`src/rtl/systolic_seq_ctrl_if.sv`:
```
// Control/handshake bundle between the tile sequencer (master) and the
// weight buffer, input buffer, systolic array edges and host (slave).
interface systolic_seq_ctrl_if #(
    parameter int IDX_W     = 4,
    parameter int VEC_CNT_W = 16
);
    logic                 start_i;
    logic [VEC_CNT_W-1:0] num_vecs_i;
    logic                 busy_o;
    logic                 done_o;
    logic                 w_rd_en_o;
    logic [IDX_W-1:0]     w_addr_o;
    logic                 w_accept_o;
    logic [IDX_W-1:0]     w_index_o;
    logic                 sw_o;
    logic                 in_valid_o;
    logic [VEC_CNT_W-1:0] in_addr_o;
    logic                 in_ready_i;
    logic                 res_valid_i;
    logic [VEC_CNT_W-1:0] res_cnt_o;
    logic [31:0]          perf_cycles_o;
    logic [31:0]          perf_stall_o;

    modport master (
        input  start_i, num_vecs_i, in_ready_i, res_valid_i,
        output busy_o, done_o, w_rd_en_o, w_addr_o, w_accept_o, w_index_o,
               sw_o, in_valid_o, in_addr_o, res_cnt_o, perf_cycles_o, perf_stall_o
    );

    modport slave (
        output start_i, num_vecs_i, in_ready_i, res_valid_i,
        input  busy_o, done_o, w_rd_en_o, w_addr_o, w_accept_o, w_index_o,
               sw_o, in_valid_o, in_addr_o, res_cnt_o, perf_cycles_o, perf_stall_o
    );
endinterface

```
`src/rtl/systolic_seq_ctrl.sv`:
```
// Tile sequencer for the weight-stationary systolic array: weight load, settle, switch, stream, drain.
// Busy/stall performance counters are built only when SEQ_PERF_CNT_EN is defined.
module systolic_seq_ctrl #(
    parameter int ARRAY_N   = 16,
    parameter int IDX_W     = $clog2(ARRAY_N),
    parameter int VEC_CNT_W = 16
) (
    input  logic                clk,
    input  logic                rst,
    systolic_seq_ctrl_if.master bus
);
    localparam int CNT_W = $clog2(ARRAY_N + 1);
    localparam logic [CNT_W-1:0]     CNT_ONE     = CNT_W'(1);
    localparam logic [CNT_W-1:0]     LOAD_LAST   = CNT_W'(ARRAY_N - 1);
    localparam logic [CNT_W-1:0]     SETTLE_LAST = CNT_W'(ARRAY_N);
    localparam logic [VEC_CNT_W-1:0] VEC_ONE     = VEC_CNT_W'(1);

    typedef enum logic [2:0] {
        ST_IDLE    = 3'd0,
        ST_LOAD    = 3'd1,
        ST_SETTLE  = 3'd2,
        ST_SWITCH  = 3'd3,
        ST_COMPUTE = 3'd4,
        ST_DRAIN   = 3'd5
    } state_t;

    state_t               state_q, state_d;
    logic [CNT_W-1:0]     cnt_q, cnt_d;
    logic [VEC_CNT_W-1:0] num_vecs_q, num_vecs_d;
    logic                 w_rd_en_q, w_rd_en_d;
    logic [IDX_W-1:0]     w_addr_q, w_addr_d;
    logic                 w_accept_q, w_accept_d;
    logic [IDX_W-1:0]     w_index_q, w_index_d;
    logic                 sw_q, sw_d;
    logic [VEC_CNT_W-1:0] in_addr_q, in_addr_d;
    logic [VEC_CNT_W-1:0] res_cnt_q, res_cnt_d;
    logic                 done_q, done_d;
    logic                 busy_q, busy_d;

    logic start_acc_s;
    logic in_valid_s;
    logic res_inc_s;

    assign start_acc_s = (state_q == ST_IDLE) && bus.start_i;
    assign in_valid_s  = (state_q == ST_COMPUTE) && bus.in_ready_i;
    // Result beats only count while the tile is streaming or draining, saturating at num_vecs.
    assign res_inc_s   = bus.res_valid_i && (res_cnt_q != num_vecs_q) &&
                         ((state_q == ST_COMPUTE) || (state_q == ST_DRAIN));

    // Next-state and registered-output logic of the tile FSM.
    always_comb begin
        state_d    = state_q;
        cnt_d      = cnt_q;
        num_vecs_d = num_vecs_q;
        w_rd_en_d  = 1'b0;
        w_addr_d   = {IDX_W{1'b0}};
        w_accept_d = w_rd_en_q;
        w_index_d  = w_rd_en_q ? w_addr_q : {IDX_W{1'b0}};
        sw_d       = 1'b0;
        in_addr_d  = in_valid_s ? (in_addr_q + VEC_ONE) : in_addr_q;
        res_cnt_d  = res_inc_s ? (res_cnt_q + VEC_ONE) : res_cnt_q;
        done_d     = 1'b0;

        case (state_q)
            ST_IDLE: begin
                if (bus.start_i && (bus.num_vecs_i != {VEC_CNT_W{1'b0}})) begin
                    state_d    = ST_LOAD;
                    num_vecs_d = bus.num_vecs_i;
                    res_cnt_d  = {VEC_CNT_W{1'b0}};
                    in_addr_d  = {VEC_CNT_W{1'b0}};
                    cnt_d      = {CNT_W{1'b0}};
                    w_rd_en_d  = 1'b1;
                end else if (bus.start_i) begin
                    done_d = 1'b1;
                end else begin
                    state_d = ST_IDLE;
                end
            end
            ST_LOAD: begin
                if (cnt_q == LOAD_LAST) begin
                    state_d = ST_SETTLE;
                    cnt_d   = {CNT_W{1'b0}};
                end else begin
                    cnt_d     = cnt_q + CNT_ONE;
                    w_rd_en_d = 1'b1;
                    w_addr_d  = IDX_W'(cnt_q + CNT_ONE);
                end
            end
            // The first SETTLE cycle still carries the last lagged accept beat, hence N+1 cycles here.
            ST_SETTLE: begin
                if (cnt_q == SETTLE_LAST) begin
                    state_d = ST_SWITCH;
                    cnt_d   = {CNT_W{1'b0}};
                    sw_d    = 1'b1;
                end else begin
                    cnt_d = cnt_q + CNT_ONE;
                end
            end
            ST_SWITCH: begin
                state_d = ST_COMPUTE;
            end
            ST_COMPUTE: begin
                if (in_valid_s && (in_addr_q == (num_vecs_q - VEC_ONE))) begin
                    state_d = ST_DRAIN;
                end else begin
                    state_d = ST_COMPUTE;
                end
            end
            ST_DRAIN: begin
                if (res_cnt_d == num_vecs_q) begin
                    state_d = ST_IDLE;
                    done_d  = 1'b1;
                end else begin
                    state_d = ST_DRAIN;
                end
            end
            default: begin
                state_d = ST_IDLE;
            end
        endcase

        busy_d = (state_d != ST_IDLE) || done_d;
    end

    // State and output registers.
    always_ff @(posedge clk) begin
        if (rst) begin
            state_q    <= ST_IDLE;
            cnt_q      <= {CNT_W{1'b0}};
            num_vecs_q <= {VEC_CNT_W{1'b0}};
            w_rd_en_q  <= 1'b0;
            w_addr_q   <= {IDX_W{1'b0}};
            w_accept_q <= 1'b0;
            w_index_q  <= {IDX_W{1'b0}};
            sw_q       <= 1'b0;
            in_addr_q  <= {VEC_CNT_W{1'b0}};
            res_cnt_q  <= {VEC_CNT_W{1'b0}};
            done_q     <= 1'b0;
            busy_q     <= 1'b0;
        end else begin
            state_q    <= state_d;
            cnt_q      <= cnt_d;
            num_vecs_q <= num_vecs_d;
            w_rd_en_q  <= w_rd_en_d;
            w_addr_q   <= w_addr_d;
            w_accept_q <= w_accept_d;
            w_index_q  <= w_index_d;
            sw_q       <= sw_d;
            in_addr_q  <= in_addr_d;
            res_cnt_q  <= res_cnt_d;
            done_q     <= done_d;
            busy_q     <= busy_d;
        end
    end

    assign bus.busy_o     = busy_q;
    assign bus.done_o     = done_q;
    assign bus.w_rd_en_o  = w_rd_en_q;
    assign bus.w_addr_o   = w_addr_q;
    assign bus.w_accept_o = w_accept_q;
    assign bus.w_index_o  = w_index_q;
    assign bus.sw_o       = sw_q;
    assign bus.in_valid_o = in_valid_s;
    assign bus.in_addr_o  = in_addr_q;
    assign bus.res_cnt_o  = res_cnt_q;

`ifdef SEQ_PERF_CNT_EN
    logic [31:0] perf_cycles_q;
    logic [31:0] perf_stall_q;

    // Saturating busy-cycle and compute-stall counters, cleared by an accepted start.
    always_ff @(posedge clk) begin
        if (rst) begin
            perf_cycles_q <= 32'd0;
            perf_stall_q  <= 32'd0;
        end else if (start_acc_s) begin
            perf_cycles_q <= 32'd0;
            perf_stall_q  <= 32'd0;
        end else begin
            if (busy_q && (perf_cycles_q != 32'hFFFF_FFFF)) begin
                perf_cycles_q <= perf_cycles_q + 32'd1;
            end else begin
                perf_cycles_q <= perf_cycles_q;
            end
            if ((state_q == ST_COMPUTE) && !bus.in_ready_i && (perf_stall_q != 32'hFFFF_FFFF)) begin
                perf_stall_q <= perf_stall_q + 32'd1;
            end else begin
                perf_stall_q <= perf_stall_q;
            end
        end
    end

    assign bus.perf_cycles_o = perf_cycles_q;
    assign bus.perf_stall_o  = perf_stall_q;
`else
    logic unused_start_acc_s;
    assign unused_start_acc_s = start_acc_s;
    assign bus.perf_cycles_o  = 32'd0;
    assign bus.perf_stall_o   = 32'd0;
`endif

endmodule

```
`src/flat_wrapper.sv`:
```
// flat-port wrapper written by rule: the top's interface ports become plain ports
module systolic_seq_ctrl_flat 
#(
    parameter int ARRAY_N   = 16,
    parameter int IDX_W     = $clog2(ARRAY_N),
    parameter int VEC_CNT_W = 16
)
  (clk, rst, bus_start_i, bus_num_vecs_i, bus_in_ready_i, bus_res_valid_i, bus_busy_o, bus_done_o, bus_w_rd_en_o, bus_w_addr_o, bus_w_accept_o, bus_w_index_o, bus_sw_o, bus_in_valid_o, bus_in_addr_o, bus_res_cnt_o, bus_perf_cycles_o, bus_perf_stall_o);
  systolic_seq_ctrl_if #(.IDX_W(IDX_W), .VEC_CNT_W(VEC_CNT_W)) bus_i ();
  input  logic clk;
  input  logic rst;
  input wire logic [$bits(bus_i.start_i)-1:0] bus_start_i;
  input wire logic [$bits(bus_i.num_vecs_i)-1:0] bus_num_vecs_i;
  input wire logic [$bits(bus_i.in_ready_i)-1:0] bus_in_ready_i;
  input wire logic [$bits(bus_i.res_valid_i)-1:0] bus_res_valid_i;
  output wire logic [$bits(bus_i.busy_o)-1:0] bus_busy_o;
  output wire logic [$bits(bus_i.done_o)-1:0] bus_done_o;
  output wire logic [$bits(bus_i.w_rd_en_o)-1:0] bus_w_rd_en_o;
  output wire logic [$bits(bus_i.w_addr_o)-1:0] bus_w_addr_o;
  output wire logic [$bits(bus_i.w_accept_o)-1:0] bus_w_accept_o;
  output wire logic [$bits(bus_i.w_index_o)-1:0] bus_w_index_o;
  output wire logic [$bits(bus_i.sw_o)-1:0] bus_sw_o;
  output wire logic [$bits(bus_i.in_valid_o)-1:0] bus_in_valid_o;
  output wire logic [$bits(bus_i.in_addr_o)-1:0] bus_in_addr_o;
  output wire logic [$bits(bus_i.res_cnt_o)-1:0] bus_res_cnt_o;
  output wire logic [$bits(bus_i.perf_cycles_o)-1:0] bus_perf_cycles_o;
  output wire logic [$bits(bus_i.perf_stall_o)-1:0] bus_perf_stall_o;
  assign bus_i.start_i = bus_start_i;
  assign bus_i.num_vecs_i = bus_num_vecs_i;
  assign bus_i.in_ready_i = bus_in_ready_i;
  assign bus_i.res_valid_i = bus_res_valid_i;
  assign bus_busy_o = bus_i.busy_o;
  assign bus_done_o = bus_i.done_o;
  assign bus_w_rd_en_o = bus_i.w_rd_en_o;
  assign bus_w_addr_o = bus_i.w_addr_o;
  assign bus_w_accept_o = bus_i.w_accept_o;
  assign bus_w_index_o = bus_i.w_index_o;
  assign bus_sw_o = bus_i.sw_o;
  assign bus_in_valid_o = bus_i.in_valid_o;
  assign bus_in_addr_o = bus_i.in_addr_o;
  assign bus_res_cnt_o = bus_i.res_cnt_o;
  assign bus_perf_cycles_o = bus_i.perf_cycles_o;
  assign bus_perf_stall_o = bus_i.perf_stall_o;
  systolic_seq_ctrl #(.ARRAY_N(ARRAY_N), .IDX_W(IDX_W), .VEC_CNT_W(VEC_CNT_W)) u_core (.clk(clk), .rst(rst), .bus(bus_i));
endmodule
```
`config.mk`:
```
export PLATFORM = sky130hd
export DESIGN_NAME = systolic_seq_ctrl_flat
export DESIGN_NICKNAME = d
export VERILOG_FILES = /design/src/rtl/systolic_seq_ctrl_if.sv /design/src/rtl/systolic_seq_ctrl.sv /design/src/flat_wrapper.sv
export SDC_FILE = /design/constraint.sdc
export NUM_CORES = 1
export LEC_CHECK = 0
export BUFFER_PORTS_ARGS = -buffer_cell sky130_fd_sc_hd__buf_2
export CORE_UTILIZATION = 30
export DETAILED_ROUTE_END_ITERATION = 7
export PLACE_DENSITY_LB_ADDON = 0.15
export REMOVE_ABC_BUFFERS = 1
export SYNTH_ARGS = -nofsm -noshare
export SYNTH_HDL_FRONTEND = slang
export SYNTH_SLANG_ARGS = --single-unit
```
`constraint.sdc`:
```
create_clock -name clk -period 2.95 [get_ports clk]
set_clock_uncertainty 0.2 [all_clocks]
set_input_delay 0.59 -clock clk [delete_from_list [all_inputs] [get_ports clk]]
set_output_delay 0.59 -clock clk [all_outputs]
set_load 0.03 [all_outputs]
```
==> flow_summary.toml, run 1 <==
[run_status]
status = "completed"

[power]
finalPower_uw = 2850
power_density_nw_per_um2 = 500
p_sw_uw = 834
switching_share_pct = 29.3
pwr-share-clk_pct = 45.2
power.internal_uw = 2020
vdd.ir_drop.worst_mv = 0.286
leakage_uw = 0.00245
comb_power_share_pct = 20.3
pwr-share-seq_pct = 34.6

[critical_path]
endpoint_kind = "flop"
path_class = "reg -> reg"
crit_buf_inv = 1
start_kind = "flop"
cp.arrival_ns = 2.85
crit_path_max_fanout = 8
critPathRequiredTime_ns = 2.97
crit_chain = "and2_1 > o2111ai_2 > nor4_4 > buf_6 > a211oi_1 > a2111o_1 > a2111o_1 > nor3b_2 > a211oi_1"
cp_top_family = "compound AO/OA/AOI/OAI gates"
crit_slowest_cell = "dfxtp_1"
critPathMaxStageDelay_ns = 0.45

[placed_design]
dp_cells = 848
hpwl_um = 9780
port_buffers = 66
gp_congestion = 0.863

[synth]
yosys_most_used_dff = "dfxtp_1"
yosysTopAreaCell = "dfxtp_1"
yosysUniqueCellTypes = 63
async_flop_share_pct = 0
ys_warn_count = 0
synth.top_cells.by_count = "nor2_1, dfxtp_1, buf_4"
syn_area_per_cell_sq_um = 8.14
syn-cell-area_sq_um = 4630
netlist.area_leader.share_pct = 29.8
yosysSeqAreaShare_pct = 29.8
synthTopCellsByArea = "dfxtp_1, buf_4, xnor2_1"
synthCells = 569
yosysMostFrequentCell = "nor2_1"
synth-edff-count = 0
ys_seq_elements = 69

[clock_network]
cts_setup_buffers = 0
hold_buffers = 0
cts.clk_slew.worst_paths_ns = 0.06
cts_tree = "yes"
clockRootBuffer = "clkbuf_16"
max-clock-path-buffers = 2
clk_latency_ns = 0.35
cts_sinks = 69
cts_max_level = 3
numCtsBuffers = 9

[timing]
hold_viol_final = 0
finalCritPeriodShare_pct = 95.7
worst_pin_slew_ns = 0.535
rsz0062_at_grt = "no"
drv_slew = 0
clock.fmax_mhz = 354
finalSetupViolCount = 0
slew_headroom_pct = 63.8
min_period_ns = 2.82

[drt]
dr_total_vias = 4059
drtAntennaViolNets = 0
dr.pass1.iters = 4
drt-total-wl_um = 12500
drtIter0Drc = 191
vias_per_cell = 4.70
remaining_drc_errors = 0
wl_per_cell_um = 14.4

[floorplan]
fp.dieH_um = 126
rows = 45
die-area_sq_um = 15900
core_sq_um = 15100
die_x_um = 126
initial_core_util_pct = 30.6
pin_count = 131

[cells_and_area]
fin_cells = 864
diodes = 0
num-fill-cells = 1567
drive_gt1_share_pct = 26.0
nets = 699
syn_to_final_growth_pct = 23.1

[global_routing]
grt_pass1_wl_um = 20000
overflow = 0
grt_max_degree = 26
grtUsageTotal_pct = 16.3
antenna_found_initial = 0
grt_pass1_vias = 3770

[hold_path]
hold_path.class = "reg -> reg"

[run]
maxCapViolations = 0
state kept, by name, summed over array words and instances (netlist names):
register / flops
u_core.bus.busy_o: 1
u_core.bus.done_o: 1
u_core.bus.in_addr_o: 16
u_core.bus.res_cnt_o: 16
u_core.bus.sw_o: 1
u_core.bus.w_accept_o: 1
u_core.bus.w_addr_o: 4
u_core.bus.w_index_o: 4
u_core.bus.w_rd_en_o: 1
u_core.cnt_q: 5
u_core.num_vecs_q: 16
u_core.state_q: 3
worst register-to-register path, stage by stage (launching register included):
cell       delay, ns
dfxtp_1         0.45
and2_1          0.24
o2111ai_2       0.18
nor4_4          0.34
buf_6           0.18
a211oi_1        0.05
a2111o_1        0.39
a2111o_1        0.42
nor3b_2         0.18
a211oi_1        0.08
layer usage:
| metal | part of all wire (%) | vias to the layer above | global-route usage, % |
|---|---|---|---|
| met1 | 48 | 1889 | 21.1 |
| met2 | 46 | 108 | 25.3 |
| met4 | 3.2 | 0 | 9.57 |
| met5 | 0 | - | 0 |
| met3 | 3.3 | 24 | 3.02 |
| li1 | - | 2038 | - |
area by class of cell:
| type | instances | area (sq um) | share of cell area, % |
|---|---|---|---|
| multi-input cells | 455 | 2910 | 51.0 |
| flip-flops and latches | 69 | 1390 | 24.5 |
| inverters | 12 | 45.0 | 0.790 |
| clock inverters | 6 | 110 | 1.93 |
| repair buffers | 124 | 769 | 13.5 |
| clock buffers | 10 | 239 | 4.19 |
| well taps | 188 | 235 | 4.13 |
stage by stage:
| step | util (%) | TNS, ns | worst slack [ns] | instance area (sq um) | hold slack [ns] |
|---|---|---|---|---|---|
| 5_1_grt | 37.6 | 0 | 0.000786 | 5700 | 0.281 |
| 3_5_place_dp | 34.7 | 0 | 0.0201 | 5250 | 0.244 |
| 6_report | 37.6 | 0 | 0.126 | 5700 | 0.253 |
| 3_3_place_gp | 34.7 | 0 | 0.0964 | 5250 | 0.242 |
| 2_1_floorplan | - | -5.72 | -0.637 | 4250 | 0.253 |
| 4_1_cts | 37.0 | 0 | 0.0667 | 5600 | 0.256 |
cells by family after synthesis:
kind of cell	share of synthesized area, %
AOI/OAI and AO/OA	10.1
xor gates and xnor gates	14.6
adders and majority gates	1.89
buffers and inverters	14.3
DFF	29.8
muxes	4.14
other	0.0810
and+or+nand+nor	25.1
cells in the final DEF, fill, tap and decap left out, types with 15 or more instances in the layout:
| master | n |
|---|---|
| a21oi_1 | 15 |
| buf_2 | 66 |
| buf_4 | 57 |
| conb_1 | 64 |
| dfxtp_1 | 59 |
| mux2i_1 | 18 |
| nand2_1 | 32 |
| nand3_1 | 21 |
| nor2_1 | 78 |
| o21ai_0 | 15 |
| xnor2_1 | 32 |
| xor2_1 | 29 |
power groups by stage:
| stage | combinational [uW] | sequential [uW] | clock, uW |
|---|---|---|---|
| 3_3_place_gp | 559 | 1000 | 0 |
| 2_1_floorplan | 360 | 1020 | 0 |
| 5_1_grt | 627 | 989 | 1360 |
| 6_report | 577 | 986 | 1290 |
| 3_5_place_dp | 560 | 1000 | 0 |
| 4_1_cts | 563 | 983 | 1320 |
worst paths after layout:
| check | cells after the start | slack, ns | from | end |
|---|---|---|---|---|
| min | 1 | 0.25 | u_core.bus.w_addr_o[3] | u_core.bus.w_index_o[3] |
| min reg2reg | 1 | 0.25 | u_core.bus.w_addr_o[3] | u_core.bus.w_index_o[3] |
| max reg2reg | 9 | 0.13 | u_core.num_vecs_q[5] | u_core.state_q[2] |
| max | 9 | 0.13 | u_core.num_vecs_q[5] | u_core.state_q[2] |
what timing repair did:
item                       CTS  global route
setup endpoints to repair    1             4
gates resized for setup      0            24
pin swaps                    2             3
(Power assumes the default switching activity.)
==> run 2, diff against run 1 <==
--- a/config.mk
+++ b/config.mk
@@ -6,7 +6,7 @@
 export NUM_CORES = 1
 export LEC_CHECK = 0
 export BUFFER_PORTS_ARGS = -buffer_cell sky130_fd_sc_hd__buf_2
-export CORE_UTILIZATION = 30
+export CORE_UTILIZATION = 48
 export DETAILED_ROUTE_END_ITERATION = 7
 export PLACE_DENSITY_LB_ADDON = 0.15
 export REMOVE_ABC_BUFFERS = 1
==> run 2 against run 1 <==
Effect of this change:
- die area decreased by 37%
- worst setup slack got worse by 0.014 ns
- register-to-register slack is essentially flat
- critical path type unchanged
- maximum frequency is 0.51% lower
- global-route usage increased by 7.5 points
- clock power shrank 31%
==> flow_summary.toml, run 2 (synthesized netlist as in run 1, its figures left out) <==
[cells_and_area]
final_cell_mix = "nor2_1, buf_2, conb_1"
nets = 691
finish.instance_area_sq_um = 5500
num-fill-cells = 890
final_common_cell = "nor2_1"
diodes = 0
syn_to_final_growth_pct = 18.8
drive_gt1_share_pct = 26.3

[global_routing]
grt_use_met2_pct = 38.9
grt_pass1_vias = 3800
use_met3_pct = 4.74
busiest_layer = "met2"
grt_max_degree = 32
overflow = 0
antenna_found_initial = 0
grtUsageTotal_pct = 23.8
grt_pass1_wl_um = 18500
grtUsageMet1_pct = 30.6

[timing]
drv_slew = 0
hold_viol_final = 0
min_period_ns = 2.84
finalCritPeriodShare_pct = 96.2
whs_ns = 0.251
finalSetupViolCount = 0
clock.fmax_mhz = 352
slew_headroom_pct = 55.3
worst_pin_slew_ns = 0.667

[floorplan]
die_x_um = 100
rows = 35
fp.dieH_um = 100
die-area_sq_um = 10000
core_sq_um = 9280
pin_count = 131
initial_core_util_pct = 49.9

[drt]
dr.pass1.iters = 4
remaining_drc_errors = 0
wl_per_cell_um = 14.9
drt-total-wl_um = 11800
vias_per_cell = 5.15
drtIter0Drc = 228
dr_total_vias = 4105
drtAntennaViolNets = 0

[clock_network]
cts_tree = "yes"
numCtsBuffers = 9
hold_buffers = 0
clockRootBuffer = "clkbuf_8"
cts_max_level = 3
clk_latency_ns = 0.35
max-clock-path-buffers = 2
cts_sinks = 69
cts.clk_slew.worst_paths_ns = 0.08

[critical_path]
start_kind = "flop"
cp.arrival_ns = 2.85
crit_slowest_cell = "a2111o_1"
critPathMaxStageDelay_ns = 0.48
path_class = "reg -> reg"
cp_top_family = "simple AND/OR/NAND/NOR gates"
crit_chain = "xnor2_1 > nand4_1 > nor4_4 > buf_4 > nor3_1 > mux2_2 > a2111o_1 > nor3b_2 > a211oi_1"
critPathRequiredTime_ns = 2.96
crit_path_max_fanout = 5
crit_buf_inv = 1
endpoint_kind = "flop"

[run_status]
status = "completed"

[hold_path]
hold_path.class = "reg -> reg"

[power]
leakage_uw = 0.00237
vdd.ir_drop.worst_mv = 0.272
power_density_nw_per_um2 = 448

[placed_design]
gp_congestion = 0.985
hpwl_um = 9070
port_buffers = 66
placed_area_sq_um = 5080

[run]
maxCapViolations = 0
run 2: changes by cell type in the layout (fill, tap and decap cells not counted), sizes merged:
cell      change
clkinv        +2
bufinv        -1
clkinvlp      -1
buf           -8
run 2: metal layers:
| metal | wire [um] | part of all wire, % | vias to the layer above |
|---|---|---|---|
| li1 | - | - | 2011 |
| met1 | 5240 | 44 | 1932 |
| met2 | 5590 | 47 | 137 |
| met3 | 676 | 5.7 | 25 |
| met4 | 341 | 2.9 | 0 |
| met5 | 0 | 0 | - |
run 2: path summary, 6_finish.rpt:
kind	start	endpoint	slack (ns)	cells after the start
max	u_core.bus.res_cnt_o[2]	u_core.state_q[2]	0.11	9
max reg2reg	u_core.bus.res_cnt_o[2]	u_core.state_q[2]	0.11	9
min	u_core.bus.w_addr_o[2]	u_core.bus.w_index_o[2]	0.25	1
min reg2reg	u_core.bus.w_addr_o[2]	u_core.bus.w_index_o[2]	0.25	1
run 2: timing repair:
action,CTS,global route
buffers inserted,0,5
resized for setup,0,37
setup endpoints to repair,0,4
run 2: power breakdown:
| part | switching (uW) | leakage (uW) | internal, uW |
|---|---|---|---|
| logic | 368 | 0.00170 | 213 |
| registers | 31.2 | 0.000566 | 956 |
| clock network | 397 | 0.000112 | 498 |
| total | 796 | 0.00237 | 1670 |
run 2: cell type report:
type	count	area [sq um]	share of cell area (%)
Clock buffer	10	138	2.50
Timing Repair Buffer	116	706	12.8
Tap cell	129	161	2.94
Inverter	12	45.0	0.819
Multi-Input combinational cell	455	2960	53.8
Clock inverter	6	86.3	1.57
Sequential cell	69	1410	25.6
run 2: per-stage QoR:
step / setup WS [ns] / setup TNS [ns] / utilization, % / cells / total power, uW
6_report: 0.112 / 0 / 59.2 / 797 / 2460
5_1_grt: -0.0124 / -0.0124 / 59.2 / 797 / 2560
4_1_cts: 0.00715 / 0 / 57.1 / 792 / 2420
3_5_place_dp: 0.0278 / 0 / 54.7 / 776 / 1540
3_3_place_gp: 0.0917 / 0 / 54.7 / 776 / 1530
2_1_floorplan: -0.637 / -5.72 / - / 536 / 1380
==> run 3, diff against run 2 <==
--- a/config.mk
+++ b/config.mk
@@ -6,6 +6,7 @@
 export NUM_CORES = 1
 export LEC_CHECK = 0
 export BUFFER_PORTS_ARGS = -buffer_cell sky130_fd_sc_hd__buf_2
+export CORE_ASPECT_RATIO = 1.1
 export CORE_UTILIZATION = 48
 export DETAILED_ROUTE_END_ITERATION = 7
 export PLACE_DENSITY_LB_ADDON = 0.15
==> run 3 against run 2 <==
Effect of this change:
- combinational power up 1%
- first-iteration DRC count is 17% lower
- maximum frequency down 2.2%
- critical path type unchanged
- critical endpoint unchanged
- highest routed layer unchanged
==> flow_summary.toml, run 3 (synthesized netlist as in run 1, its figures left out) <==
[run_status]
status = "completed"

[drt]
wl_per_cell_um = 14.8
remaining_drc_errors = 0
dr_total_vias = 4171
dr.pass1.iters = 4
drtIter0Drc = 189
drtAntennaViolNets = 0
drt-total-wl_um = 11700
vias_per_cell = 5.24

[placed_design]
placed_area_sq_um = 5150
port_buffers = 66
hpwl_um = 9150
gp_congestion = 0.933

[global_routing]
grtUsageTotal_pct = 24.0
grt_max_degree = 31
grt_pass1_vias = 3747
antenna_found_initial = 0
grt_pass1_wl_um = 18500
overflow = 0

[cells_and_area]
drive_gt1_share_pct = 27.8
diodes = 0
num-fill-cells = 897
nets = 703
final_common_cell = "nor2_1"
finish.instance_area_sq_um = 5510
syn_to_final_growth_pct = 19.1
final_cell_mix = "nor2_1, buf_2, conb_1"

[timing]
slew_headroom_pct = 62.2
finalSetupViolCount = 0
drv_slew = 0
hold_viol_final = 0
finalCritPeriodShare_pct = 98.3
rsz0062_at_grt = "yes"
whs_ns = 0.254
worst_pin_slew_ns = 0.563
min_period_ns = 2.90
clock.fmax_mhz = 345
setup_tns_ns = 0

[clock_network]
cts_sinks = 69
max-clock-path-buffers = 2
hold_buffers = 0
cts.clk_slew.worst_paths_ns = 0.08
clockRootBuffer = "clkbuf_8"
cts_max_level = 3
cts_tree = "yes"
clk_latency_ns = 0.35
numCtsBuffers = 9

[floorplan]
rows = 37
initial_core_util_pct = 49.5
fp.dieH_um = 105
pin_count = 131
core_sq_um = 9350
die-area_sq_um = 10000
die_x_um = 95.6

[critical_path]
crit_path_max_fanout = 7
path_class = "reg -> reg"
crit_chain = "xnor2_2 > nand4_1 > nor4_4 > buf_4 > nor3_4 > mux2_4 > a2111o_1 > nor3b_2 > a211oi_1"
crit_slowest_cell = "nor4_4"
r2r_slack_ns = 0.05
cp_top_family = "simple AND/OR/NAND/NOR gates"
ff2ff_path_depth = 9
critPathRequiredTime_ns = 2.98
reg2reg_to = "u_core.state_q[2]"
crit_buf_inv = 1
cp.arrival_ns = 2.93
critPathMaxStageDelay_ns = 0.47
endpoint_kind = "flop"
start_kind = "flop"
rr_startpoint = "u_core.bus.res_cnt_o[14]"

[hold_path]
hold_path.class = "reg -> reg"
holdPathStages = 1
hold_end = "u_core.bus.w_index_o[3]"
min-delay-start = "u_core.bus.w_addr_o[3]"

[power]
leakage_uw = 0.00240
power_density_nw_per_um2 = 408
vdd.ir_drop.worst_mv = 0.215
finalPower_uw = 2250

[run]
maxCapViolations = 0
-- run 3: changes by cell type in the layout (fill, tap and decap cells not counted), sizes merged --
cell / previous run / this run
buf: 116 / 128
bufinv: 2 / 0
clkinvlp: 1 / 3
clkbuf: 10 / 9
-- run 3: metal layers --
metal	vias to the layer above	global-route usage (%)	part of all wire (%)
met2	146	39.7	50
met4	0	8.21	2.2
li1	2039	-	-
met1	1966	31.2	44
met5	-	0	0
met3	20	3.78	4.7
-- run 3: metrics by stage --
stage | utilization (%) | setup WS, ns | std cells
final | 59.0 | 0.0492 | 796
after global routing | 59.0 | -0.0696 | 796
after CTS | 56.8 | 0.0142 | 790
after detailed placement | 55.0 | 0.0287 | 775
after global placement | 55.0 | 0.0672 | 775
after floorplan | - | -0.637 | 536
-- run 3: area by class of cell --
cell class                      instances  area [sq um]  share of cell area, %
Sequential cell                        69          1410                   25.5
Multi-Input combinational cell        455          2950                   53.5
Clock buffer                            9           124                   2.25
Clock inverter                          6          41.3                  0.749
Inverter                               12          50.0                  0.908
Timing Repair Buffer                  128           796                   14.4
Tap cell                              117           146                   2.66
-- run 3: worst max path at each step --
| stage | depth (start not counted) | end | start | slack (ns) |
|---|---|---|---|---|
| 4_1_cts | 9 | u_core.state_q[2] | u_core.bus.res_cnt_o[11] | 0.01 |
| 2_1_floorplan | 7 | u_core.bus.in_addr_o[13] | bus_in_ready_i | -0.64 |
| 5_1_grt | 10 | u_core.state_q[0] | u_core.num_vecs_q[1] | -0.07 |
| 6_report | 9 | u_core.state_q[2] | u_core.bus.res_cnt_o[14] | 0.05 |
| 3_3_place_gp | 8 | u_core.state_q[2] | u_core.bus.res_cnt_o[11] | 0.07 |
| 3_5_place_dp | 9 | u_core.state_q[2] | u_core.bus.res_cnt_o[11] | 0.03 |
-- run 3: where the power goes --
part           internal (uW)  switching (uW)  total (uW)
sequential               956            28.0         984
combinational            219             367         586
clock                    298             380         678
-- run 3: repair_timing --
item                       in CTS  in global routing
resized for setup               0                 41
setup endpoints to repair       0                  4
buffers inserted                0                  6
